### src/rtl/pool_rf_ctrl.sv
// pool_rf_ctrl
// 2x2, stride-2 max-pooling sequencer for the external 16-entry pooling
// register file. Pixels arrive in raster order, two horizontally adjacent
// pixels per beat. Even rows are parked in the register file. Each odd-row
// beat is merged with the two stored pixels above it, which are fetched one
// at a time through the single read port. The window maximum is then offered
// on a valid/ready output.
//
// Build option:
//   POOL_SIGNED_EN  when defined, max comparisons treat pixels as
//                   two's-complement signed values. The default is unsigned,
//                   for post-ReLU data. Timing, interface and reset values
//                   are the same in both builds.
//
// Ports:
//   clk                   clock
//   nrst                  asynchronous active-low reset
//   clr                   synchronous soft clear, abandons the current frame
//   in_valid / in_ready   input beat handshake
//   in_pix0 / in_pix1     left (even column) / right (odd column) pixel
//   out_valid / out_ready pooled-window handshake
//   out_pix               window maximum
//   out_last              marks the final window of a frame
//   rf_wr                 register-file write enable (both write ports)
//   rf_add_in1/rf_in1     write port 1: left pixel, address 2k
//   rf_add_in2/rf_in2     write port 2: right pixel, address 2k+1
//   rf_add_out            register-file read address
//   rf_rdata              combinational read data for rf_add_out
//
// state | meaning
// FILL  | even row: write each accepted pixel pair to RF addresses 2k/2k+1
// ACC   | odd row: wait for a beat, keep the max of the two new pixels
// RD0   | read stored left pixel (2k), fold it into the running max
// RD1   | read stored right pixel (2k+1), register the window result
// OUT   | present the result until out_ready

module pool_rf_ctrl #(
  parameter int DATA_WIDTH = 8,
  parameter int COLS       = 8,   // even, 2..16, so that 2k+1 fits a 4-bit address
  parameter int ROWS       = 8    // even, >= 2
) (
  input  logic                  clk,
  input  logic                  nrst,
  input  logic                  clr,
  input  logic                  in_valid,
  output logic                  in_ready,
  input  logic [DATA_WIDTH-1:0] in_pix0,
  input  logic [DATA_WIDTH-1:0] in_pix1,
  output logic                  out_valid,
  input  logic                  out_ready,
  output logic [DATA_WIDTH-1:0] out_pix,
  output logic                  out_last,
  output logic                  rf_wr,
  output logic [3:0]            rf_add_in1,
  output logic [3:0]            rf_add_in2,
  output logic [DATA_WIDTH-1:0] rf_in1,
  output logic [DATA_WIDTH-1:0] rf_in2,
  output logic [3:0]            rf_add_out,
  input  logic [DATA_WIDTH-1:0] rf_rdata
);

  localparam int KMAX = COLS / 2 - 1;
  localparam int RMAX = ROWS / 2 - 1;
  localparam int KW   = (COLS / 2 > 1) ? $clog2(COLS / 2) : 1;
  localparam int RW   = (ROWS / 2 > 1) ? $clog2(ROWS / 2) : 1;

  typedef enum logic [2:0] {
    S_FILL = 3'd0,
    S_ACC  = 3'd1,
    S_RD0  = 3'd2,
    S_RD1  = 3'd3,
    S_OUT  = 3'd4
  } state_t;

  state_t                state_q, state_d;
  logic [KW-1:0]         k_q, k_d;
  logic [RW-1:0]         r_q, r_d;
  logic [DATA_WIDTH-1:0] acc_q, acc_d;
  logic [DATA_WIDTH-1:0] out_pix_q, out_pix_d;
  logic                  out_last_q, out_last_d;

  logic                  k_last;
  logic                  r_last;
  logic [3:0]            addr_even;
  logic [3:0]            addr_odd;

  // Comparison without width growth; on a tie either operand is correct.
  function automatic logic [DATA_WIDTH-1:0] pmax(input logic [DATA_WIDTH-1:0] a,
                                                 input logic [DATA_WIDTH-1:0] b);
`ifdef POOL_SIGNED_EN
    return ($signed(a) > $signed(b)) ? a : b;
`else
    return (a > b) ? a : b;
`endif
  endfunction

  assign k_last    = (k_q == KW'(KMAX));
  assign r_last    = (r_q == RW'(RMAX));
  assign addr_even = 4'(k_q) << 1;
  assign addr_odd  = addr_even | 4'd1;

  always_ff @(posedge clk or negedge nrst) begin
    if (!nrst) begin
      state_q    <= S_FILL;
      k_q        <= '0;
      r_q        <= '0;
      acc_q      <= '0;
      out_pix_q  <= '0;
      out_last_q <= 1'b0;
    end else begin
      state_q    <= state_d;
      k_q        <= k_d;
      r_q        <= r_d;
      acc_q      <= acc_d;
      out_pix_q  <= out_pix_d;
      out_last_q <= out_last_d;
    end
  end

  always_comb begin
    state_d    = state_q;
    k_d        = k_q;
    r_d        = r_q;
    acc_d      = acc_q;
    out_pix_d  = out_pix_q;
    out_last_d = out_last_q;
    in_ready   = 1'b0;
    rf_wr      = 1'b0;
    rf_add_in1 = 4'd0;
    rf_add_in2 = 4'd0;
    rf_in1     = '0;
    rf_in2     = '0;
    rf_add_out = 4'd0;

    case (state_q)
      S_FILL: begin
        in_ready = 1'b1;
        // A beat that coincides with clr is dropped, so it must not touch the RF.
        if (in_valid && !clr) begin
          rf_wr      = 1'b1;
          rf_add_in1 = addr_even;
          rf_add_in2 = addr_odd;
          rf_in1     = in_pix0;
          rf_in2     = in_pix1;
          if (k_last) begin
            k_d     = '0;
            state_d = S_ACC;
          end else begin
            k_d = k_q + KW'(1);
          end
        end
      end

      S_ACC: begin
        in_ready = 1'b1;
        if (in_valid) begin
          acc_d   = pmax(in_pix0, in_pix1);
          state_d = S_RD0;
        end
      end

      S_RD0: begin
        rf_add_out = addr_even;
        acc_d      = pmax(acc_q, rf_rdata);
        state_d    = S_RD1;
      end

      S_RD1: begin
        rf_add_out = addr_odd;
        out_pix_d  = pmax(acc_q, rf_rdata);
        out_last_d = k_last && r_last;
        state_d    = S_OUT;
      end

      S_OUT: begin
        if (out_ready) begin
          if (!k_last) begin
            k_d     = k_q + KW'(1);
            state_d = S_ACC;
          end else begin
            k_d     = '0;
            r_d     = r_last ? '0 : r_q + RW'(1);
            state_d = S_FILL;
          end
        end
      end

      default: begin
        state_d = S_FILL;
        k_d     = '0;
        r_d     = '0;
      end
    endcase

    // Soft clear wins over any handshake in the same cycle.
    if (clr) begin
      state_d = S_FILL;
      k_d     = '0;
      r_d     = '0;
    end
  end

  assign out_valid = (state_q == S_OUT);
  assign out_pix   = out_pix_q;
  assign out_last  = out_last_q;

endmodule

### config.mk
export PLATFORM = sky130hd
export DESIGN_NAME = pool_rf_ctrl
export DESIGN_NICKNAME = d
export VERILOG_FILES = /design/src/rtl/pool_rf_ctrl.sv
export SDC_FILE = /design/constraint.sdc
export NUM_CORES = 1
export LEC_CHECK = 0
export CORE_UTILIZATION = 30
export DETAILED_ROUTE_END_ITERATION = 12
export PLACE_DENSITY = 0.61
export SLEW_MARGIN = 20
export SYNTH_ARGS = -nofsm -noshare
export SYNTH_HDL_FRONTEND = slang
export SYNTH_SLANG_ARGS = --single-unit
### constraint.sdc
create_clock -name clk -period 2.4 [get_ports clk]
set_input_delay 0.48 -clock clk [delete_from_list [all_inputs] [get_ports clk]]
set_output_delay 0.48 -clock clk [all_outputs]
set_load 0.05 [all_outputs]
## Word level (Yosys, flattened, before mapping)

Cells that the tools add are included.

| word-level totals | value |
|---|---|
| flip-flop bits (word level) | 24 |
| latch bits | 0 |
| RAM bits | 0 |
| memory bits (read-only) | 0 |
| output and inout bits | 40 |
| logic and storage cells | 69 |
| memories | 0 |

| cells by class | value |
|---|---|
| add/sub/neg operators | 2 |
| multipliers | 0 |
| div/mod/pow operators | 0 |
| magnitude comparators | 2 |
| equal/unequal tests | 14 |
| shift-type cells | 0 |
| multiplexer cells | 33 |
| bitwise operators | 0 |
| reduce and logical (&&, ||, !) cells | 12 |

Operators by type and width:

| operator | number |
|---|---|
| 8-bit two-way mux | 7 |
| 3-bit two-way mux | 9 |
| 8-bit greater-than comparator | 2 |
| 2-bit two-way mux | 8 |
| 8-bit one-hot mux with 2 select lines | 1 |
| 3-bit one-hot mux with 5 select lines | 1 |
| 3-bit != test (second input constant) | 3 |
| 3-bit by 2-bit == test with 1-bit output (second input constant) | 2 |
| 3-bit by 2-bit != test with 1-bit output (second input constant) | 2 |
| 2-bit one-hot mux with 3 select lines | 1 |
| 3-bit one-hot mux with 2 select lines | 1 |
| 3-bit AND reduction | 2 |
| 2-bit by 1-bit adder with 2-bit output (second input constant) | 2 |
| 2-bit == test (second input constant) | 2 |
| 1-bit two-way mux | 4 |
| 2-bit by 1-bit != test with 1-bit output (second input constant) | 2 |
| 2-bit one-hot mux with 2 select lines | 1 |
| 4-bit AND reduction | 1 |
| 4-bit OR reduction | 1 |
| 3-bit by 1-bit == test with 1-bit output (second input constant) | 1 |
| 3-bit == test (second input constant) | 1 |
| 3-bit logical NOT | 1 |
| 3-bit OR reduction | 1 |
| 1-bit logical AND | 2 |
| 5 further kinds | 5 |

## Depth between registers and ports, before layout

| depth | value |
|---|---|
| depth after elaboration | 6 |
| mapped depth | 9 |
| mapped depth without buffers | 8 |

## Worst setup path before layout

No wires, ideal clock.

| timing path | value |
|---|---|
| path type | flip-flop to output port |
| start | register state_q[0] |
| end | output port rf_add_in2[1] |
| arrival time | 2.172 ns |
| data required time | 1.920 ns |
| path slack | -0.252 ns |
| stages on the path, launching flop included | 7 |
| path through | dfrtp_1 buf_6 or3_4 nor2b_4 buf_2 and2_1 buf_4 |

| between the ends | value |
|---|---|
| word-level cells in the longest chain between the ends | 2 |

Ends and longest elaborated chain:

| element | RTL line | RTL |
|---|---|---|
| start: declaration | 75 | `state_t state_q, state_d;` |
| start signal: assignment | 111 | `state_q <= state_d;` |
| 3-bit logical NOT | 135 | `case (state_q)` |
| 3-bit two-way mux | 135 |  |
| end: declaration | 55 | `output logic [3:0] rf_add_in2,` |

Every way passes these cells.

## Worst setup path after layout

| timing path | value |
|---|---|
| start | input port in_valid |
| end | output port rf_in1[0] |

| between the ends | value |
|---|---|
| word-level cells in the longest chain between the ends | 3 |

Ends and longest elaborated chain:

| element | RTL line | RTL |
|---|---|---|
| start: declaration | 45 | `input logic in_valid,` |
| 1-bit logical AND | 139 | `if (in_valid && !clr) begin` |
| 8-bit two-way mux | 139 |  |
| 8-bit two-way mux | 135 |  |
| end: declaration | 56 | `output logic [DATA_WIDTH-1:0] rf_in1,` |

Every way passes these cells.

==> flow_summary.rst <==
.. list-table::
   :header-rows: 1

   * - Metric
     - Value
   * - Clk buf depth
     - 2
   * - Largest net degree at the start of global routing
     - 25
   * - Ratio of final minimum period to clock period
     - 96.0%
   * - Max transition margin
     - 66.0%
   * - IR Drop Worst-Case VDD
     - 0.444 mV
   * - Clock latency reported for the late side of the worst-skew pair
     - 270 ps
   * - Launching instance or port of the critical path
     - in_valid
   * - Overall Power
     - 1.86 mW
   * - Area delta synth->final
     - 57.3%
   * - Vias after detailed routing
     - 1775
   * - Async set-or-reset flop fraction in the synthesized netlist
     - 100%
   * - Antenna violations before repair
     - 0
   * - Count of buffers from port buffering
     - 64
   * - Number of synthesized register bits
     - 24
   * - Highest clock rate
     - 434 MHz
   * - Core outline area
     - 0.00639 sq mm
   * - CP top delay family
     - buffers and inverters
   * - Total number of nets in the final design
     - 349
   * - Static leakage power
     - 1.48 nW
   * - Post-synthesis cell type count
     - 38
   * - Number of enable-type register cells in the synthesized netlist
     - 0
   * - Portion of synthesized cell area occupied by the leading cell type
     - 30.1%
   * - RSZ-0062 raised after global routing
     - false
   * - Leading area contributor after synthesis
     - sky130_fd_sc_hd__dfrtp_1
   * - Final cell count without fillers
     - 377
   * - Worst hold slack after final layout
     - 476 ps
   * - Number of antenna cells inserted
     - 0
   * - Final setup fails
     - 0
   * - Hold Startpoint
     - out_last$_DFFE_PN0N_
   * - Residual DRC count
     - 0
   * - Clk sink count
     - 24
   * - Commonest non-fill, non-tap cell in the layout
     - sky130_fd_sc_hd__clkdlybuf4s50_1
   * - Element type at the critical path start
     - input port
   * - Fillers
     - 589
   * - Area occupied by multi-input gates
     - 0.00120 sq mm
   * - Maximum Capacitance Violations
     - 0
   * - Width of the die
     - 83.6 microns
   * - Top library cells by usage in the layout, fill and taps aside
     - 37 x sky130_fd_sc_hd__clkdlybuf4s50_1, 34 x sky130_fd_sc_hd__buf_4, 26 x sky130_fd_sc_hd__inv_1, 24 x sky130_fd_sc_hd__dfrtp_1, 23 x sky130_fd_sc_hd__buf_12
   * - First-pass GRT wire length
     - 8.42 mm
   * - Worst-path fanout max
     - 19
   * - Overflow left after global routing
     - 0
   * - Worst Hold Class
     - reg -> reg
   * - Number of rows in the core area
     - 29
   * - Final hold vios
     - 0
   * - Critical path buffer and inverter count
     - 3
   * - Syn avg cell area
     - 9.33 sq um
   * - Antenna Nets Post-Route
     - 0
   * - Crit path kind
     - in -> out
   * - Result of the run
     - finished clean
   * - Global placer's final weighted congestion
     - 0.767
   * - Placed cell count
     - 374
   * - Post CTS Setup Buffer Count
     - 0
   * - FF-to-FF Start
     - acc_q[3]$_DFFE_PN0P_
   * - Clock skew
     - 2.29 ps
   * - Initial core utilization
     - 31.3%
   * - Worst setup EP type
     - primary output
   * - H-tree levels
     - 1
   * - Clock root buffer
     - sky130_fd_sc_hd__clkbuf_8
   * - Reg area
     - 601 sq um
   * - Share of final-layout standard cells stronger than drive strength 1
     - 28.3%
   * - Average detailed-routed wire length per instance
     - 13.0 microns
   * - Cells along the critical path
     - clkdlybuf4s50_1 > nor2b_1 > nor2b_4 > buf_12 > and2_1 > buf_12
   * - Synth warnings
     - 0
   * - Delay of the slowest critical-path stage
     - 480 ps
   * - Via count of the first global-routing pass
     - 1864
   * - Synth top area cells
     - sky130_fd_sc_hd__dfrtp_1 30%, sky130_fd_sc_hd__ha_1 11%, sky130_fd_sc_hd__mux2i_1 8.5%
   * - CTS Hold Buffers Added
     - 0
   * - Final core occ
     - 49.2%
   * - Cell count after synthesis
     - 214
   * - Crit path top cell by count
     - sky130_fd_sc_hd__buf_12
   * - Die Footprint
     - 0.00699 sq mm
   * - Actual slew at the worst max-slew pin
     - 508 ps
   * - Required time worst endpoint
     - 1920 ps
   * - Routed wire length
     - 4.89 mm
   * - Clock period minus final worst setup slack
     - 2300 ps
   * - Vertical die dimension
     - 83.6 microns
   * - Top_reg_cell synth
     - sky130_fd_sc_hd__dfrtp_1
   * - Num CTS Buffers
     - 3
   * - Arrival time worst endpoint
     - 1820 ps
   * - Combined area of all synthesized cells
     - 0.00200 sq mm
   * - Post-CTS clock slew at the launch and capture registers of the worst setup and hold paths
     - 90 ps
   * - Library cell contributing the largest single delay on the critical path
     - sky130_fd_sc_hd__clkdlybuf4s50_1
   * - Ports
     - 69
   * - Via density per instance
     - 4.71
   * - Number of optimization iterations in the first detailed-route pass
     - 4
   * - GRT Resource Usage Total
     - 14.6%
   * - Starting DRC count in detailed routing
     - 38
   * - Half-perimeter wire length of the detailed placement result
     - 3.97 mm
   * - Post-synthesis sequential area ratio
     - 30.1%
   * - Pins over their slew limit
     - 0
   * - Pwr dens
     - 592 mW/mm^2
   * - TritonCTS clock tree
     - yes
[stage by stage]
step	setup TNS, ps	setup slack, ps	instance area (sq um)
floorplan	0	13.2	2010
global placement	-1100	-95.5	3090
detailed placement	-1580	-161	3090
CTS	0	5.75	3130
global route	0	18.0	3140
finish	0	96.6	3140
[where the power goes]
group	internal, mW	switching [mW]	total [mW]
combinational	0.540	0.505	1.05
clock	0.113	0.138	0.251
sequential	0.488	0.0748	0.562
total	1.14	0.718	1.86
[state kept, by name (all words and copies together) (netlist names)]
register	cells
acc_q	8
out_pix	8
state_q	3
k_q	2
r_q	2
out_last	1
[kinds of logic (layout without fill, tap and decap cells)]
| family | after synthesis | in the layout | share of synthesized area, % |
|---|---|---|---|
| simple gates | 71 | 71 | 21.0 |
| flops | 24 | 24 | 30.1 |
| mux | 17 | 17 | 8.52 |
| other cells | 1 | 4 | 0.188 |
| compound gates | 41 | 41 | 18.0 |
| buf+inv | 42 | 125 | 11.0 |
| fa+ha+maj | 18 | 18 | 11.3 |
[cell usage after synthesis (all sizes together) (2+ instances only)]
cell	count
mux2i	17
nor2	12
o221ai	8
o21ai	3
a21o	2
o211ai	2
buf	15
nor2b	7
and2	20
ha	18
nand3	9
dfrtp	24
nand4	4
inv	26
nand2	11
o22ai	2
a21oi	20
[routing by layer]
| metal | share of wire (%) | wire (microns) | vias up | track usage (%) |
|---|---|---|---|---|
| li1 | - | - | 908 | - |
| met1 | 44 | 2140 | 828 | 17.2 |
| met2 | 52 | 2530 | 37 | 27.4 |
| met3 | 4.3 | 212 | 2 | 3.36 |
| met4 | 0.25 | 12 | 0 | 1.85 |
| met5 | 0 | 0 | - | 0 |
[layout make-up]
class,instances,share of cell area (%)
multi-input combinational,151,38.2
timing repair buffer,95,35.0
sequential,24,19.1
inverter,27,3.35
tap,77,3.07
clock buffer,3,1.31
[final timing paths]
kind / endpoint / slack, ps / depth (start not counted)
worst max-delay path: rf_in1[0] / 100 / 6
worst min-delay path: out_last$_DFFE_PN0N_ / 480 / 2
worst max register to register: acc_q[5]$_DFFE_PN0P_ / 490 / 6
worst min register to register: out_last$_DFFE_PN0N_ / 480 / 2
max in group asynchronous: out_pix[5]$_DFFE_PN0N_ / 1580 / 2
min in group asynchronous: r_q[1]$_DFFE_PN0P_ / 570 / 2
[worst reg2reg max path: stages (launching register included)]
cell and delay (ps):
sky130_fd_sc_hd__dfrtp_1 420, sky130_fd_sc_hd__ha_1 330, sky130_fd_sc_hd__a21oi_1 220, sky130_fd_sc_hd__a21oi_2 100, sky130_fd_sc_hd__o22ai_4 160, sky130_fd_sc_hd__a21bo_1 410
sky130_fd_sc_hd__o221ai_2 150
[timing repair]
action	4_1_cts	5_1_grt
setup endpoints to repair	0	17
gates resized for setup	0	5
hold endpoints to repair	0	0
Note: power is estimated with default switching activity, not from simulation.
==> patch: new RTL, same settings <==
`DATA_WIDTH`: 8 -> 10.
--- a/src/rtl/pool_rf_ctrl.sv
+++ b/src/rtl/pool_rf_ctrl.sv
@@ -37,3 +37,3 @@
 module pool_rf_ctrl #(
-  parameter int DATA_WIDTH = 8,
+  parameter int DATA_WIDTH = 10,
   parameter int COLS       = 8,   // even, 2..16, so that 2k+1 fits a 4-bit address
Interface: changed (6 resized); port bits go from 69 to 81. No check against the original RTL was run, so the function may have changed too.
==> patch against the unedited design <==
Non-clock buffer count increased by 35. Synthesized cell count increased by 19%. Critical path type is now in -> reg. Worst setup slack got worse by 43 ps. Total power increased by 34%. Worst hold slack improved by 9.5 ps. First-iteration DRC count increased by 84%. Global-route usage increased by 1.7 points. Sequential cell count increased by 4. Routed wire length increased by 34%. Register-to-register slack got worse by 240 ps. Synthesized area increased by 14%. Cell area increased by 30%.
==> patch: results (changes against the unedited design) <==
Ys Warns 0 (unchanged); Finished Layout Cells 472 (was 377); status completed (unchanged); Post-synth top cells dfrtp_1 (28), inv_1 (28), and2_1 (24) (was inv_1 (26), dfrtp_1 (24), and2_1 (20)); IO buf count 76 (was 64); initial antenna violation count 0 (unchanged); share of cells above drive strength 1 38.6% (was 28.3%); first-pass GRT wire length 9.99 mm (was 8.42 mm); Reg2Reg Depth 9 (was 6); Placer Congestion 0.774 (was 0.767); CTS buffer count 3 (unchanged); Max Cap Violations 0 (unchanged); Initial DRC Count 70 (was 38); vias in the first global route 2,097 (was 1,864); Tot Pwr 2.49 mW (was 1.86 mW); HPWL Detailed 4.63 mm (was 3.97 mm); slew margin rel. 66.1% (was 66.0%); Distinct cells, synth 42 (was 38); crit path max fanout 4 (was 19); Total Nets Final 432 (was 349); post-DR vias/cell 4.65 (was 4.71); H-tree levels 1 (unchanged); clock root cell clkbuf_8 (unchanged); Routed WL per cell 13.8 um (was 13.0 um); Layout Skew 8.51 ps (was 2.29 ps); r2r setup slk 250 ps (was 490 ps); sequential area share after synthesis 30.7% (was 30.1%); DRT Pass-1 Iters 4 (unchanged); Compound-Gate Fraction of Synth Area 17.2% (was 18.0%); R2R Path Start acc_q[5] (was acc_q[3]); Max IR drop VDD 0.260 mV (was 0.444 mV); mux share of post-synthesis cell area 8.77% (was 8.52%); Cells after DPL 459 (was 374); leakage 1.94 nW (was 1.48 nW); XOR/XNOR share of the synthesized area 0% (unchanged); Synth area leaders dfrtp_1 (31%), ha_1 (12%), mux2i_1 (8.8%) (was dfrtp_1 (30%), ha_1 (11%), mux2i_1 (8.5%)); CP Launch Point in_pix1[7] (was in_valid); adder-cell share of the synthesized area 12.1% (was 11.3%); crit path to acc_q[0] (was rf_in1[0]); synthesized area per cell 8.98 um2 (was 9.33 um2); Diodes inserted 0 (unchanged); Total GRT Usage 16.3% (was 14.6%); largest net degree at the start of global routing 29 (was 25); Arrival @ worst endpoint 2520 ps (was 1820 ps); Slowest cell on crit path clkdlybuf4s50_1 (unchanged); reg-to-reg endpoint out_pix[0] (was acc_q[5])
patch: cell count changes after synthesis, moves of 6 or more:
cell      delta
nor2_1       +6
nand2_1     +10
o221ai_2     -8
a21oi_1      -8
o21ai_0     +11
a221oi_2     +6
patch: where the power goes:
part / switching (mW) / total, mW / internal (mW)
clock: 0.140 / 0.253 / 0.113
sequential: 0.128 / 0.713 / 0.585
combinational: 0.693 / 1.53 / 0.834
total: 0.961 / 2.49 / 1.53
patch: worst min path at each step:
stage | from | end | slack, ps | cells past startpoint
2_1_floorplan | nrst | acc_q[0] | 180 | 0
5_1_grt | out_last | out_last | 510 | 2
3_5_place_dp | out_pix[6] | out_pix[6] | 470 | 2
3_3_place_gp | out_pix[4] | out_pix[4] | 470 | 2
4_1_cts | out_pix[6] | out_pix[6] | 490 | 2
6_report | out_last | out_last | 490 | 2
patch: critical path: cells and delay by family:
| family | cells | cell delay, ps |
|---|---|---|
| compound gates | 3 | 880 |
| mux | 1 | 150 |
| buf+inv | 3 | 720 |
| fa+ha+maj | 1 | 220 |
| simple gates | 1 | 70 |
patch: stage by stage:
step / cell area, um2 / util [%] / setup slack (ps) / hold WS, ps
3_3_place_gp: 3680 / 50.4 / -305 / 466
3_5_place_dp: 3680 / 50.4 / -345 / 472
6_report: 4090 / 56.1 / 53.1 / 486
2_1_floorplan: 2300 / - / 50.0 / 184
4_1_cts: 3890 / 53.3 / 3.95 / 495
5_1_grt: 4090 / 56.1 / -25.2 / 515
patch: area by class of cell:
cell class              count  area (um2)
fillers                   669        3200
multi-input cells         184        1570
repair buffers            130        1550
flip-flops and latches     28         702
well taps                  99         124
inverters                  28         105
clock buffers               3        41.3
patch: kinds of logic (layout without fill, tap and decap cells):
| group | count (synthesis) | count (layout) |
|---|---|---|
| adder cells (fa/ha/maj) | 22 | 22 |
| AO/OA/AOI/OAI | 48 | 48 |
| flip-flops | 28 | 28 |
| AND/OR/NAND/NOR | 90 | 90 |
| multiplexers | 20 | 20 |
| other | 1 | 4 |
| buffers and inverters | 45 | 161 |
patch: repair_timing:
action	in CTS	in global routing
buffers inserted	4	2
gates resized for setup	33	39
setup endpoints to repair	44	44
gates cloned	3	1
pin swaps	3	13
patch: routing by layer:
layer	track usage, %	part of all wire [%]	up-vias
met1	22.7	46	1005
met5	0	0	-
li1	-	-	1118
met2	25.7	46	69
met3	3.51	6.9	4
met4	3.90	0.77	0
